**config.mk**
```make
export PLATFORM = sky130hd
export DESIGN_NAME = lsm_poll_sequencer_flat
export DESIGN_NICKNAME = d
export VERILOG_FILES = /design/src/rtl/lsm_seq_pkg.sv /design/src/rtl/lsm_poll_sequencer_if.sv /design/src/rtl/lsm_seq_timer.sv /design/src/rtl/lsm_poll_sequencer.sv /design/src/flat_wrapper.sv
export SDC_FILE = /design/constraint.sdc
export NUM_CORES = 1
export LEC_CHECK = 0
export ABC_CLOCK_PERIOD_IN_PS = 5700
export CAP_MARGIN = 20
export CELL_PAD_IN_SITES_DETAIL_PLACEMENT = 0
export CELL_PAD_IN_SITES_GLOBAL_PLACEMENT = 1
export CORE_ASPECT_RATIO = 0.8
export CORE_MARGIN = 2
export CORE_UTILIZATION = 32
export DETAILED_ROUTE_END_ITERATION = 10
export PLACE_DENSITY_LB_ADDON = 0.1
export SYNTH_ARGS = -nofsm -noshare
export SYNTH_HDL_FRONTEND = slang
export SYNTH_SLANG_ARGS = --single-unit
```
**constraint.sdc**
```tcl
create_clock -name clk -period 5.7 [get_ports clk]
set_clock_uncertainty 0.15 [all_clocks]
set_input_delay 1.14 -clock clk [delete_from_list [all_inputs] [get_ports clk]]
set_output_delay 1.14 -clock clk [all_outputs]
set_load 0.01 [all_outputs]
```
**src/rtl/lsm_seq_pkg.sv**
```systemverilog
// rtl/lsm_seq_pkg.sv - shared states, init table and WHO_AM_I constants for the LSM poll sequencer
package lsm_seq_pkg;

  typedef enum logic [3:0] {
    S_IDLE,
    S_INIT_ISSUE,
    S_INIT_WAIT,
    S_INIT_RELEASE,
    S_POLL_WAIT,
    S_RD_ISSUE,
    S_RD_WAIT,
    S_RD_RELEASE,
    S_PUBLISH,
    S_ERR
  } seq_state_e;

  typedef struct packed {
    logic [7:0] reg_addr;
    logic [7:0] data;
  } init_entry_t;

  localparam int         INIT_LEN   = 2;
  localparam logic [7:0] WHOAMI_REG = 8'h0F;
  localparam logic [7:0] WHOAMI_VAL = 8'h6A;

  // CTRL1_XL then CTRL2_G, both 0x60
  function automatic init_entry_t init_entry(input logic [2:0] idx);
    init_entry_t e;
    case (idx)
      3'd0:    e = '{reg_addr: 8'h10, data: 8'h60};
      3'd1:    e = '{reg_addr: 8'h11, data: 8'h60};
      default: e = '0;
    endcase
    return e;
  endfunction

endpackage

```
**src/rtl/lsm_poll_sequencer_if.sv**
```systemverilog
// rtl/lsm_poll_sequencer_if.sv - byte-level I2C master request/response bundle
interface lsm_poll_sequencer_if;
  logic       i2c_en;
  logic       i2c_rw;
  logic [7:0] i2c_dev_addr;
  logic [7:0] i2c_reg_addr;
  logic [7:0] i2c_tx;
  logic [7:0] i2c_rx;
  logic       i2c_done;

  modport master (
    output i2c_en, i2c_rw, i2c_dev_addr, i2c_reg_addr, i2c_tx,
    input  i2c_rx, i2c_done
  );

  modport slave (
    input  i2c_en, i2c_rw, i2c_dev_addr, i2c_reg_addr, i2c_tx,
    output i2c_rx, i2c_done
  );
endinterface

```
**src/rtl/lsm_seq_timer.sv**
```systemverilog
// rtl/lsm_seq_timer.sv - loadable up-counter with clear and terminal-count flag
module lsm_seq_timer #(
  parameter int W = 16
) (
  input  logic         clk,
  input  logic         rst_n,
  input  logic         clr,
  input  logic         inc,
  input  logic         load,
  input  logic [W-1:0] load_val,
  input  logic [W-1:0] term_val,
  output logic         tc
);
  logic [W-1:0] cnt_q, cnt_d;

  // terminal count is compared before increment, so the counter never wraps
  assign tc = (cnt_q == term_val);

  always_comb begin
    cnt_d = cnt_q;
    if (clr)             cnt_d = '0;
    else if (load)       cnt_d = load_val;
    else if (inc && !tc) cnt_d = cnt_q + W'(1);
  end

  always_ff @(posedge clk or negedge rst_n) begin
    if (!rst_n) cnt_q <= '0;
    else        cnt_q <= cnt_d;
  end
endmodule

```
**src/rtl/lsm_poll_sequencer.sv**
```systemverilog
// rtl/lsm_poll_sequencer.sv - LSM sensor init + periodic 6-byte poll; LSM_WHOAMI_CHECK_EN adds WHO_AM_I probe
module lsm_poll_sequencer
  import lsm_seq_pkg::*;
#(
  parameter logic [7:0]  DEV_ADDR  = 8'hD4,
  parameter logic [7:0]  FIRST_REG = 8'h22,
  parameter int          NBYTES    = 6,
  parameter logic [15:0] POLL_DIV  = 16'd50000,
  parameter logic [19:0] TIMEOUT   = 20'd200000
) (
  input  logic                  clk,
  input  logic                  rst_n,
  input  logic                  enable,
  lsm_poll_sequencer_if.master  bus,
  output logic [8*NBYTES-1:0]   sample_data,
  output logic                  sample_valid,
  output logic                  init_done,
  output logic                  busy,
  output logic                  error
);
  seq_state_e state_q, state_d;
  logic [2:0] idx_q, idx_d;
  logic       en_q, en_d, rw_q, rw_d;
  logic [7:0] dev_q, dev_d, reg_q, reg_d, tx_q, tx_d;
  logic [NBYTES-1:0][7:0] cap_q, cap_d;
  logic [8*NBYTES-1:0]    sdata_q, sdata_d;
  logic       svalid_q, svalid_d, init_done_q, init_done_d;
  logic       div_tc, to_tc, state_chg, in_wait;
  init_entry_t ent;
`ifdef LSM_WHOAMI_CHECK_EN
  logic       chk_q, chk_d;
`endif

  assign state_chg = (state_d != state_q);
  assign in_wait   = state_q inside {S_INIT_WAIT, S_INIT_RELEASE, S_RD_WAIT, S_RD_RELEASE};

  lsm_seq_timer #(.W(16)) u_div (
    .clk(clk), .rst_n(rst_n), .clr(state_chg), .inc(state_q == S_POLL_WAIT),
    .load(1'b0), .load_val(16'd0), .term_val(POLL_DIV - 16'd1), .tc(div_tc)
  );

  lsm_seq_timer #(.W(20)) u_timeout (
    .clk(clk), .rst_n(rst_n), .clr(state_chg), .inc(in_wait),
    .load(1'b0), .load_val(20'd0), .term_val(TIMEOUT - 20'd1), .tc(to_tc)
  );

  always_comb begin
    state_d     = state_q;
    idx_d       = idx_q;
    en_d        = en_q;
    rw_d        = rw_q;
    dev_d       = dev_q;
    reg_d       = reg_q;
    tx_d        = tx_q;
    cap_d       = cap_q;
    sdata_d     = sdata_q;
    svalid_d    = 1'b0;
    init_done_d = init_done_q;
    ent         = init_entry(idx_q);
`ifdef LSM_WHOAMI_CHECK_EN
    chk_d       = chk_q;
`endif
    case (state_q)
      S_IDLE: begin
        if (enable && !init_done_q) begin
          idx_d = 3'd0;
`ifdef LSM_WHOAMI_CHECK_EN
          chk_d   = 1'b1;
          state_d = S_RD_ISSUE;
`else
          state_d = S_INIT_ISSUE;
`endif
        end else if (enable) begin
          state_d = S_POLL_WAIT;
        end
      end
      S_INIT_ISSUE: begin
        en_d    = 1'b1;
        rw_d    = 1'b1;
        dev_d   = DEV_ADDR;
        reg_d   = ent.reg_addr;
        tx_d    = ent.data;
        state_d = S_INIT_WAIT;
      end
      S_INIT_WAIT: begin
        if (bus.i2c_done) begin
          en_d    = 1'b0;
          state_d = S_INIT_RELEASE;
        end else if (to_tc) begin
          en_d    = 1'b0;
          state_d = S_ERR;
        end
      end
      // a done held high for several cycles must be seen low before the next request
      S_INIT_RELEASE: begin
        if (!bus.i2c_done) begin
          idx_d = idx_q + 3'd1;
          if (idx_q == 3'(INIT_LEN - 1)) begin
            init_done_d = 1'b1;
            state_d     = S_POLL_WAIT;
          end else begin
            state_d = S_INIT_ISSUE;
          end
        end else if (to_tc) begin
          state_d = S_ERR;
        end
      end
      S_POLL_WAIT: begin
        if (!enable) begin
          state_d = S_IDLE;
        end else if (div_tc) begin
          idx_d   = 3'd0;
          state_d = S_RD_ISSUE;
        end
      end
      S_RD_ISSUE: begin
        en_d    = 1'b1;
        rw_d    = 1'b0;
        dev_d   = DEV_ADDR;
        reg_d   = FIRST_REG + {5'd0, idx_q};
        tx_d    = 8'h00;
`ifdef LSM_WHOAMI_CHECK_EN
        if (chk_q) reg_d = WHOAMI_REG;
`endif
        state_d = S_RD_WAIT;
      end
      S_RD_WAIT: begin
        if (bus.i2c_done) begin
          en_d = 1'b0;
          for (int k = 0; k < NBYTES; k++) begin
            if (idx_q == 3'(k)) cap_d[k] = bus.i2c_rx;
          end
          state_d = S_RD_RELEASE;
        end else if (to_tc) begin
          en_d    = 1'b0;
          state_d = S_ERR;
        end
      end
      S_RD_RELEASE: begin
        if (!bus.i2c_done) begin
          idx_d = idx_q + 3'd1;
          if (idx_q == 3'(NBYTES - 1)) state_d = S_PUBLISH;
          else                         state_d = S_RD_ISSUE;
`ifdef LSM_WHOAMI_CHECK_EN
          // the probe byte lands in capture slot 0, which the next full burst overwrites
          if (chk_q) begin
            chk_d   = 1'b0;
            idx_d   = 3'd0;
            state_d = (cap_q[0] == WHOAMI_VAL) ? S_INIT_ISSUE : S_ERR;
          end
`endif
        end else if (to_tc) begin
          state_d = S_ERR;
        end
      end
      S_PUBLISH: begin
        sdata_d  = cap_q;
        svalid_d = 1'b1;
        state_d  = S_POLL_WAIT;
      end
      S_ERR: begin
        en_d        = 1'b0;
        init_done_d = 1'b0;
`ifdef LSM_WHOAMI_CHECK_EN
        chk_d       = 1'b0;
`endif
        if (!enable) state_d = S_IDLE;
      end
      default: state_d = S_IDLE;
    endcase
  end

  always_ff @(posedge clk or negedge rst_n) begin
    if (!rst_n) begin
      state_q     <= S_IDLE;
      idx_q       <= 3'd0;
      en_q        <= 1'b0;
      rw_q        <= 1'b0;
      dev_q       <= 8'h00;
      reg_q       <= 8'h00;
      tx_q        <= 8'h00;
      cap_q       <= '0;
      sdata_q     <= '0;
      svalid_q    <= 1'b0;
      init_done_q <= 1'b0;
`ifdef LSM_WHOAMI_CHECK_EN
      chk_q       <= 1'b0;
`endif
    end else begin
      state_q     <= state_d;
      idx_q       <= idx_d;
      en_q        <= en_d;
      rw_q        <= rw_d;
      dev_q       <= dev_d;
      reg_q       <= reg_d;
      tx_q        <= tx_d;
      cap_q       <= cap_d;
      sdata_q     <= sdata_d;
      svalid_q    <= svalid_d;
      init_done_q <= init_done_d;
`ifdef LSM_WHOAMI_CHECK_EN
      chk_q       <= chk_d;
`endif
    end
  end

  assign bus.i2c_en       = en_q;
  assign bus.i2c_rw       = rw_q;
  assign bus.i2c_dev_addr = dev_q;
  assign bus.i2c_reg_addr = reg_q;
  assign bus.i2c_tx       = tx_q;
  assign sample_data      = sdata_q;
  assign sample_valid     = svalid_q;
  assign init_done        = init_done_q;
  assign busy  = state_q inside {S_INIT_ISSUE, S_INIT_WAIT, S_INIT_RELEASE,
                                 S_RD_ISSUE, S_RD_WAIT, S_RD_RELEASE};
  assign error = (state_q == S_ERR);
endmodule

```
**src/flat_wrapper.sv**
```systemverilog
// flat-port wrapper written by rule: the top's interface ports become plain ports
module lsm_poll_sequencer_flat import lsm_seq_pkg::*;
#(
  parameter logic [7:0]  DEV_ADDR  = 8'hD4,
  parameter logic [7:0]  FIRST_REG = 8'h22,
  parameter int          NBYTES    = 6,
  parameter logic [15:0] POLL_DIV  = 16'd50000,
  parameter logic [19:0] TIMEOUT   = 20'd200000
)
  (clk, rst_n, enable, sample_data, sample_valid, init_done, busy, error, bus_i2c_en, bus_i2c_rw, bus_i2c_dev_addr, bus_i2c_reg_addr, bus_i2c_tx, bus_i2c_rx, bus_i2c_done);
  lsm_poll_sequencer_if bus_i ();
  input  logic clk;
  input  logic rst_n;
  input  logic enable;
  output logic [8*NBYTES-1:0] sample_data;
  output logic sample_valid;
  output logic init_done;
  output logic busy;
  output logic error;
  output wire logic [$bits(bus_i.i2c_en)-1:0] bus_i2c_en;
  output wire logic [$bits(bus_i.i2c_rw)-1:0] bus_i2c_rw;
  output wire logic [$bits(bus_i.i2c_dev_addr)-1:0] bus_i2c_dev_addr;
  output wire logic [$bits(bus_i.i2c_reg_addr)-1:0] bus_i2c_reg_addr;
  output wire logic [$bits(bus_i.i2c_tx)-1:0] bus_i2c_tx;
  input wire logic [$bits(bus_i.i2c_rx)-1:0] bus_i2c_rx;
  input wire logic [$bits(bus_i.i2c_done)-1:0] bus_i2c_done;
  assign bus_i2c_en = bus_i.i2c_en;
  assign bus_i2c_rw = bus_i.i2c_rw;
  assign bus_i2c_dev_addr = bus_i.i2c_dev_addr;
  assign bus_i2c_reg_addr = bus_i.i2c_reg_addr;
  assign bus_i2c_tx = bus_i.i2c_tx;
  assign bus_i.i2c_rx = bus_i2c_rx;
  assign bus_i.i2c_done = bus_i2c_done;
  lsm_poll_sequencer #(.DEV_ADDR(DEV_ADDR), .FIRST_REG(FIRST_REG), .NBYTES(NBYTES), .POLL_DIV(POLL_DIV), .TIMEOUT(TIMEOUT)) u_core (.clk(clk), .rst_n(rst_n), .enable(enable), .bus(bus_i), .sample_data(sample_data), .sample_valid(sample_valid), .init_done(init_done), .busy(busy), .error(error));
endmodule
```
# --- Word level (Yosys, flattened, before mapping) ---
# Cells that the tools add are included.
# Widths: inputs -> output; s select.
op_classes:
  muxes: 33
  n_reduce_logical: 28
  n_eq_ne: 24
  n_addsub: 4
ops:
  columns: ["operator", "n"]
  rows:
  - ["$mux 4", 11]
  - ["$mux 20", 2]
  - ["$pmux 4 s10", 1]
  - ["$mux 16", 2]
  - ["$pmux 8 s2", 2]
  - ["$pmux 13 s2", 1]
  - ["$reduce_and 3->1", 7]
  - ["$add 20x1->20 const B", 1]
  - ["$eq 20x18->1 const B", 1]
  - ["$add 16x1->16 const B", 1]
  - ["$eq 16x16->1 const B", 1]
  - ["$eq 4x3->1 const B", 4]
  - ["$mux 3", 5]
  - ["$pmux 3 s3", 1]
  - ["$eq 4x2->1 const B", 2]
  - ["$eq 4x4->1 const B", 2]
  - ["$ne 2x2->1 const B", 4]
  - ["$reduce_bool 2->1", 4]
  - ["$add 6x3->7 const A", 1]
  - ["$eq 3x2->1 const B", 2]
  - ["$eq 3x3->1 const B", 2]
  - ["$reduce_bool 3->1", 2]
  - ["$reduce_bool 6->1", 1]
  - ["$reduce_or 2->1", 3]
  - ["other kinds (16)", 26]
totals:
  elab_cells: 107
  ff_bits: 160
  out_inout_bits: 78
  inputBits: 12

# --- Logic depth before layout (Yosys ltp) ---
# Gate-level depths: netlist (run 1).
depth:
  ltp_word: 6
  depth_mapped: 9
  mapped_depth_nobuf: 8

# --- By module ---
# Synthesis (run 1) repeated with hierarchy kept, for this count alone.
hier_totals:
  hier_cells: 671
  hier_area_um2: 7516.0
by_module_without_submodules:
  columns: ["mod", "seq_area_each_um2", "cells_per_inst", "instances", "area_per_inst_um2"]
  rows:
  - ["lsm_poll_sequencer", 2852.7, 351, 1, 4798.4]
  - ["lsm_seq_timer (u_core.u_timeout)", 500.5, 187, 1, 1542.7]
  - ["lsm_seq_timer (u_core.u_div)", 400.4, 133, 1, 1174.9]

# --- Worst setup path before layout (run 1) ---
# No wires, ideal clock.
synth_timing:
  path_kind: "input-to-reg"
  from: "in bus_i2c_done"
  to: "reg u_core.u_div.cnt_q[5]"
  slack_ps: 2923
  required_ps: 5477
  n_path_buf: 2
  arrival_ps: 2554
  stages: 8
  setup_time_ps: 73
  path_cell_list: "clkbuf_1 -> nor2b_1 -> nand3_1 -> and3_1 -> a32oi_1 -> o211ai_4 -> buf_6 -> nor2_1"
synth_via:
  elab_chain_len: 4
  word_cells_on_any_way: 8
  classes_between: "eq/ne (1); mux (6); reduce/logical (1)"
synth_rtl:
  columns: ["element", "line", "rtl"]
  rows:
  - ["start, declared", "flat_wrapper.sv:26", "input wire logic [$bits(bus_i.i2c_done)-1:0] bus_i2c_done;"]
  - ["$mux 4 (on tied branches)", null, null]
  - ["$pmux 4 s10 (*)", "lsm_poll_sequencer.sv:63", "case (state_q)"]
  - ["$ne 4x4->1 (*)", "lsm_poll_sequencer.sv:34", "assign state_chg = (state_d != state_q);"]
  - ["$mux 16 / $reduce_bool 2->1 (equally long branches)", null, null]
  - ["end signal, assigned", "lsm_seq_timer.sv:28", "else cnt_q <= cnt_d;"]
  - ["end, declared", "lsm_seq_timer.sv:14", "logic [W-1:0] cnt_q, cnt_d;"]
# Mark *: on every way between the ends. The rest lies on a longest branch, timed or not.
# A chain may end at the register's enable or synchronous reset.

# --- Final worst setup path (run 1) ---
layout_timing:
  from: "reg u_core.state_q[2]"
  to: "out error"
layout_via:
  elab_chain_len: 1
layout_rtl:
  columns: ["element", "line", "rtl"]
  rows:
  - ["start, declared", "lsm_poll_sequencer.sv:21", "seq_state_e state_q, state_d;"]
  - ["start signal, assigned", "lsm_poll_sequencer.sv:190", "state_q <= state_d;"]
  - ["$eq 4x4->1", "lsm_poll_sequencer.sv:217", "assign error = (state_q == S_ERR);"]
  - ["end, declared", "flat_wrapper.sv:19", "output logic error;"]
# No other way between the ends.

==> out/results.txt, run 1 <==
diodes inserted: 0
# Post-CTS Setup Buffers: 0
Comb pwr share: 0.217
pin count of the biggest net entering global routing: 65
sequential fraction of the synthesis area: 0.566
crit path from: u_core.state_q[2]$_DFF_PN0_
Crit. End Element: output pin
design area: 8160 µm²
Clock Root Buffer: clkbuf_16
Area contributors post-synth: dfrtp_1, mux2_2, nor2_1, xor2_1, nand2_1
most instantiated cells after synthesis: dfrtp_1, mux2_2, nor2_1
Routed wire per std cell: 16.5 µm
area fraction of the dominant cell type after synthesis: 0.566
DRT Pass-1 Iters: 4
final hold viol count: 0
Post-DP Area: 7600 µm²
worst hold path type: reg -> reg
FF-to-FF End: u_core.u_div.cnt_q[9]$_DFFE_PN0P_
Net Switching: 999 µW
PortBufs: 77
status: complete, no violations
vias in the first global route: 4439
worst r2r path cells: 6
first-pass GRT wire length: 24.3 mm
pin slew with the least headroom to its limit: 0.997 ns
antenna viol nets, final: 0
CP Max Fanout: 18
CP required: 4.41 ns
Clock power frac: 0.343
CP arrival: 2.32 ns
DR vias/cell: 4.70
top_reg_cell synth: dfrtp_1
Max rail drop VDD: 186 µV
die width: 165 µm
initial antenna violation count: 0
Sink Count: 150
worst rel slew slack: 0.332
sequential power share: 0.440
flop2flop setup slack: 2.58 ns
later-pin clock latency in the skew report: 0.42 ns
Synth Instances: 540
Pins Over Slew Limit: 0
via count: 4213
Overall Global Routing Usage: 0.145
Final HPWL DP: 10.0 mm
synthesized cell area: 6640 µm²
Highest Clock Rate: 277 MHz
Synth-to-Final Area Change: 23.0%
Ports: 90
Seq cells post-synth: 150
H-tree depth: 4
residual DRC count: 0
RSZ-0062 raised after global routing: no
worst flop-to-flop path startpoint: u_core.state_q[2]$_DFF_PN0_
Initial Util: 0.323
asr flop ratio synth: 1.00
filler instances: 1957
total gr overflow: 0
post-route minimum period: 3.61 ns
critical setup path kind: reg -> out
TritonCTS clock tree: built
Yosys warnings: 0
Hold Buf Count CTS: 0
EDFF count, synth: 0
Die Footprint: 21900 µm²
Internal Pwr Total: 2180 µW
Final Setup Violations: 0
Worst-path clk slew: 0.07 ns
share of cells above drive strength 1: 0.225
count leader, synth: dfrtp_1
sw frac: 0.314
post-CTS resize count: 0
cell taking the most area after synthesis: dfrtp_1
WL final: 14.7 mm
Worst Setup EP: error
num rows: 47
synthesized area per cell: 12.3 µm²
cts bufs inserted: 17
setup TNS: 0 ns
startpoint types: register
fin crit share: 0.633
drt first-iter violations: 211
Final Core Density: 0.398
core area: 20500 µm²
Netlist cell types: 51
GPL Wtd Cong: 0.820
Max-cap violations: 0
final net count: 636
leakage power: 0.00367 µW
Power Density: 389 nW/µm²
post-layout worst setup margin: 2.09 ns
Clock Path Buffers: 2
die height: 133 µm
dpl ws: 1.97 ns
worst hold slack: 0.321 ns
layer usage:
metal	vias up	GRT usage	wire length (µm)	part of all wire
met5	-	0	0	0
met4	0	0.0430	156	0.011
met3	12	0.0361	459	0.031
met2	83	0.227	6980	0.47
met1	2125	0.200	7150	0.48
li1	1993	-	-	-
state kept, by name, summed over array words and instances (netlist names):
| register | cells |
|---|---|
| u_core.u_div.cnt_q | 16 |
| u_core.bus.i2c_reg_addr | 5 |
| u_core.sample_valid | 1 |
| u_core.u_timeout.cnt_q | 20 |
| u_core.bus.i2c_tx | 1 |
| u_core.bus.i2c_dev_addr | 1 |
| u_core.idx_q | 3 |
| u_core.state_q | 4 |
| u_core.sample_data | 48 |
| u_core.bus.i2c_en | 1 |
| u_core.cap_q | 48 |
| u_core.bus.i2c_rw | 1 |
| u_core.init_done | 1 |
stage by stage:
stage	total power (µW)	instances
2_1_floorplan	1920	551
3_3_place_gp	2100	865
3_5_place_dp	2120	865
4_1_cts	3230	896
5_1_grt	3380	896
6_report	3180	896
worst max-delay path, stage by stage, from the launching register on:
cell             delay, ns
dfrtp_1               0.59
nand2b_1              0.34
nor2_1                0.34
clkdlybuf4s50_1       0.62
worst min path at each step:
| stage | start | endpoint | slack [ns] | cells after the start |
|---|---|---|---|---|
| floorplan | u_core.cap_q[0]$_DFFE_PN0P_ | u_core.sample_data[0]$_DFFE_PN0P_ | 0.32 | 1 |
| global placement | u_core.bus.i2c_reg_addr[2]$_DFFE_PN0P_ | u_core.bus.i2c_reg_addr[2]$_DFFE_PN0P_ | 0.31 | 2 |
| detailed placement | u_core.bus.i2c_reg_addr[2]$_DFFE_PN0P_ | u_core.bus.i2c_reg_addr[2]$_DFFE_PN0P_ | 0.32 | 2 |
| CTS | u_core.bus.i2c_reg_addr[2]$_DFFE_PN0P_ | u_core.bus.i2c_reg_addr[2]$_DFFE_PN0P_ | 0.33 | 2 |
| global route | u_core.bus.i2c_reg_addr[2]$_DFFE_PN0P_ | u_core.bus.i2c_reg_addr[2]$_DFFE_PN0P_ | 0.35 | 2 |
| finish | u_core.bus.i2c_reg_addr[2]$_DFFE_PN0P_ | u_core.bus.i2c_reg_addr[2]$_DFFE_PN0P_ | 0.32 | 2 |
power groups by stage:
stage / clock [µW] / sequential, µW / combinational (µW)
global placement: 0 / 1410 / 689
floorplan: 0 / 1360 / 560
CTS: 1120 / 1400 / 706
detailed placement: 0 / 1420 / 703
finish: 1090 / 1400 / 690
global route: 1170 / 1430 / 777
cell type report:
type                    count  area [µm²]  share of cell area
inverters                   9        33.8             0.00414
clock inverters            14         141              0.0173
repair buffers             81         802              0.0982
well taps                 269         337              0.0412
clock buffers              17         425              0.0521
flip-flops and latches    150        3750               0.460
multi-input cells         356        2670               0.327
cell families (layout without fill, tap and decap cells):
kind of cell,Yosys count,count (layout),share of synthesized area
buffers and inverters,45,121,0.0390
other,1,12,0.000565
AND/OR/NAND/NOR,168,168,0.124
AO/OA/AOI/OAI,34,34,0.0417
XOR/XNOR,36,36,0.0475
multiplexers,97,97,0.164
flip-flops,150,150,0.566
adder cells (fa/ha/maj),9,9,0.0170
cell usage in the layout (no fill, tap or decap), drive strengths merged, types with 2 or more instances in the layout:
master	count
dfrtp	150
nand2b	5
or4b	2
o21a	2
nand3	21
nand4	11
inv	16
a21oi	3
clkbuf	17
buf	5
and3	8
nor2	53
o21ai	12
nand2	39
xor2	22
nor4b	2
xnor2	14
conb	12
a221oi	2
mux2	96
and2	7
a21o	2
nor2b	7
ha	9
a32oi	3
clkdlybuf4s50	76
a31o	2
clkinvlp	6
nor3	4
Note: power is estimated with default switching activity, not from simulation.
==> run 2: changes to the inputs <==
--- a/config.mk
+++ b/config.mk
@@ -5,7 +5,7 @@
 export SDC_FILE = /design/constraint.sdc
 export NUM_CORES = 1
 export LEC_CHECK = 0
-export ABC_CLOCK_PERIOD_IN_PS = 5700
+export ABC_CLOCK_PERIOD_IN_PS = 3100
 export CAP_MARGIN = 20
 export CELL_PAD_IN_SITES_DETAIL_PLACEMENT = 0
 export CELL_PAD_IN_SITES_GLOBAL_PLACEMENT = 1
==> constraint.sdc (replaced) <==
create_clock -name clk -period 3.1 [get_ports clk]
set_clock_uncertainty 0.15 [all_clocks]
set_input_delay 0.62 -clock clk [delete_from_list [all_inputs] [get_ports clk]]
set_output_delay 0.62 -clock clk [all_outputs]
set_load 0.01 [all_outputs]
==> out/results.txt, run 2 (synthesis gave the netlist of run 1 again) <==
Synth-to-Final Area Change: 25.2%
pin slew with the least headroom to its limit: 0.697 ns
Highest Clock Rate: 347 MHz
worst path cell trace: nand2b_1, nor2_1, clkdlybuf4s50_1
final hold viol count: 0
Sink Count: 150
Power Density: 730 nW/µm²
# Post-CTS Setup Buffers: 0
fin crit share: 0.929
PortBufs: 77
Max rail drop VDD: 394 µV
Hold Buf Count CTS: 0
Final Setup Violations: 0
antenna viol nets, final: 0
GPL Wtd Cong: 0.796
CP required: 2.33 ns
Final HPWL DP: 9.92 mm
later-pin clock latency in the skew report: 0.42 ns
diodes inserted: 0
Max-cap violations: 0
num rows: 47
status: complete, no violations
Routed wire per std cell: 16.1 µm
Bufs and invs on worst path: 1
CP Max Fanout: 14
dpl ws: 0.337 ns
Pins Over Slew Limit: 0
leading cell type in the layout, fill and taps excluded: dfrtp_1
die height: 133 µm
drt first-iter violations: 167
final net count: 643
WL final: 14.6 mm
Ports: 90
via count: 4219
CP arrival: 2.11 ns
total gr overflow: 0
TritonCTS clock tree: built
share of cells above drive strength 1: 0.235
first-pass GRT wire length: 23.7 mm
Die Footprint: 21900 µm²
Crit. End Element: output pin
worst hold path type: in -> async
vias in the first global route: 4345
most frequent cells in the layout: dfrtp_1, mux2_2, clkdlybuf4s50_1, nor2_1, nand2_1
post-layout worst setup margin: 0.219 ns
cts bufs inserted: 17
critical setup path kind: reg -> out
Max stage delay on crit path: 0.63 ns
Slowest cell on crit path: dfrtp_1
core area: 20500 µm²
Clock Path Buffers: 2
post-CTS resize count: 0
DRT Pass-1 Iters: 4
Crit path max-delay family: flip-flops
leakage power: 0.00376 µW
initial antenna violation count: 0
die width: 165 µm
Overall Global Routing Usage: 0.141
post-route minimum period: 2.88 ns
setup TNS: 0 ns
Initial Util: 0.323
worst rel slew slack: 0.535
Worst-path clk slew: 0.07 ns
DR vias/cell: 4.67
residual DRC count: 0
RSZ-0062 raised after global routing: no
H-tree depth: 4
pin count of the biggest net entering global routing: 72
Clock Root Buffer: clkbuf_16
startpoint types: register
==> run 2: cell count changes in the layout (fill, tap and decap cells not counted), sizes merged <==
cell | previous run | this run
buf | 5 | 12
clkinv | 0 | 2
clkinvlp | 6 | 2
bufinv | 1 | 2
inv | 16 | 18
==> run 2: worst paths after layout <==
check                                                  startpoint                                      to  slack [ns]  cells after the start
min                                                         rst_n      u_core.sample_data[37]$_DFFE_PN0P_        0.08                      1
max                                   u_core.state_q[3]$_DFF_PN0_                                   error        0.22                      3
min reg2reg                u_core.bus.i2c_reg_addr[2]$_DFFE_PN0P_  u_core.bus.i2c_reg_addr[2]$_DFFE_PN0P_        0.31                      2
max reg2reg                    u_core.u_div.cnt_q[10]$_DFFE_PN0P_      u_core.u_div.cnt_q[13]$_DFFE_PN0P_        0.49                      7
max in group asynchronous                                   rst_n            u_core.cap_q[15]$_DFFE_PN0P_        2.02                      2
min in group clk           u_core.bus.i2c_reg_addr[2]$_DFFE_PN0P_  u_core.bus.i2c_reg_addr[2]$_DFFE_PN0P_        0.31                      2
==> run 2: area by class of cell <==
type / instances / area (µm²)
Tap cell: 269 / 337
Multi-Input combinational cell: 356 / 2670
Clock buffer: 17 / 425
Fill cell: 1917 / 12200
Sequential cell: 150 / 3750
Timing Repair Buffer: 88 / 905
Inverter: 9 / 33.8
Clock inverter: 15 / 185
==> run 2: worst reg2reg max path: stages (launching register included) <==
cell and delay [ns]:
dfrtp_1 0.40, or4b_1 0.54, or4_4 0.55, o311ai_4 0.27, a221oi_2 0.08, o211ai_4 0.20
buf_12 0.21, nor2_1 0.09
==> run 2: metal layers <==
layer	wire (µm)	track usage
met2	6490	0.207
met3	540	0.0404
met5	0	0
met4	133	0.0353
met1	7430	0.205
==> run 2: per-stage QoR <==
stage          std cells  hold slack (ns)  instance area [µm²]  utilization  total power [µW]
4_1_cts              904           0.0929                 8310        0.405              6160
6_report             904           0.0770                 8310        0.405              6060
2_1_floorplan        551            0.174                 6680            -              3530
3_5_place_dp         872            0.309                 7700        0.375              3990
3_3_place_gp         872            0.302                 7700        0.375              3980
5_1_grt              904            0.110                 8310        0.405              6430
==> run 2: report_power, final <==
part	switching, µW	internal [µW]
registers	256	2310
logic	710	657
clock network	906	1230
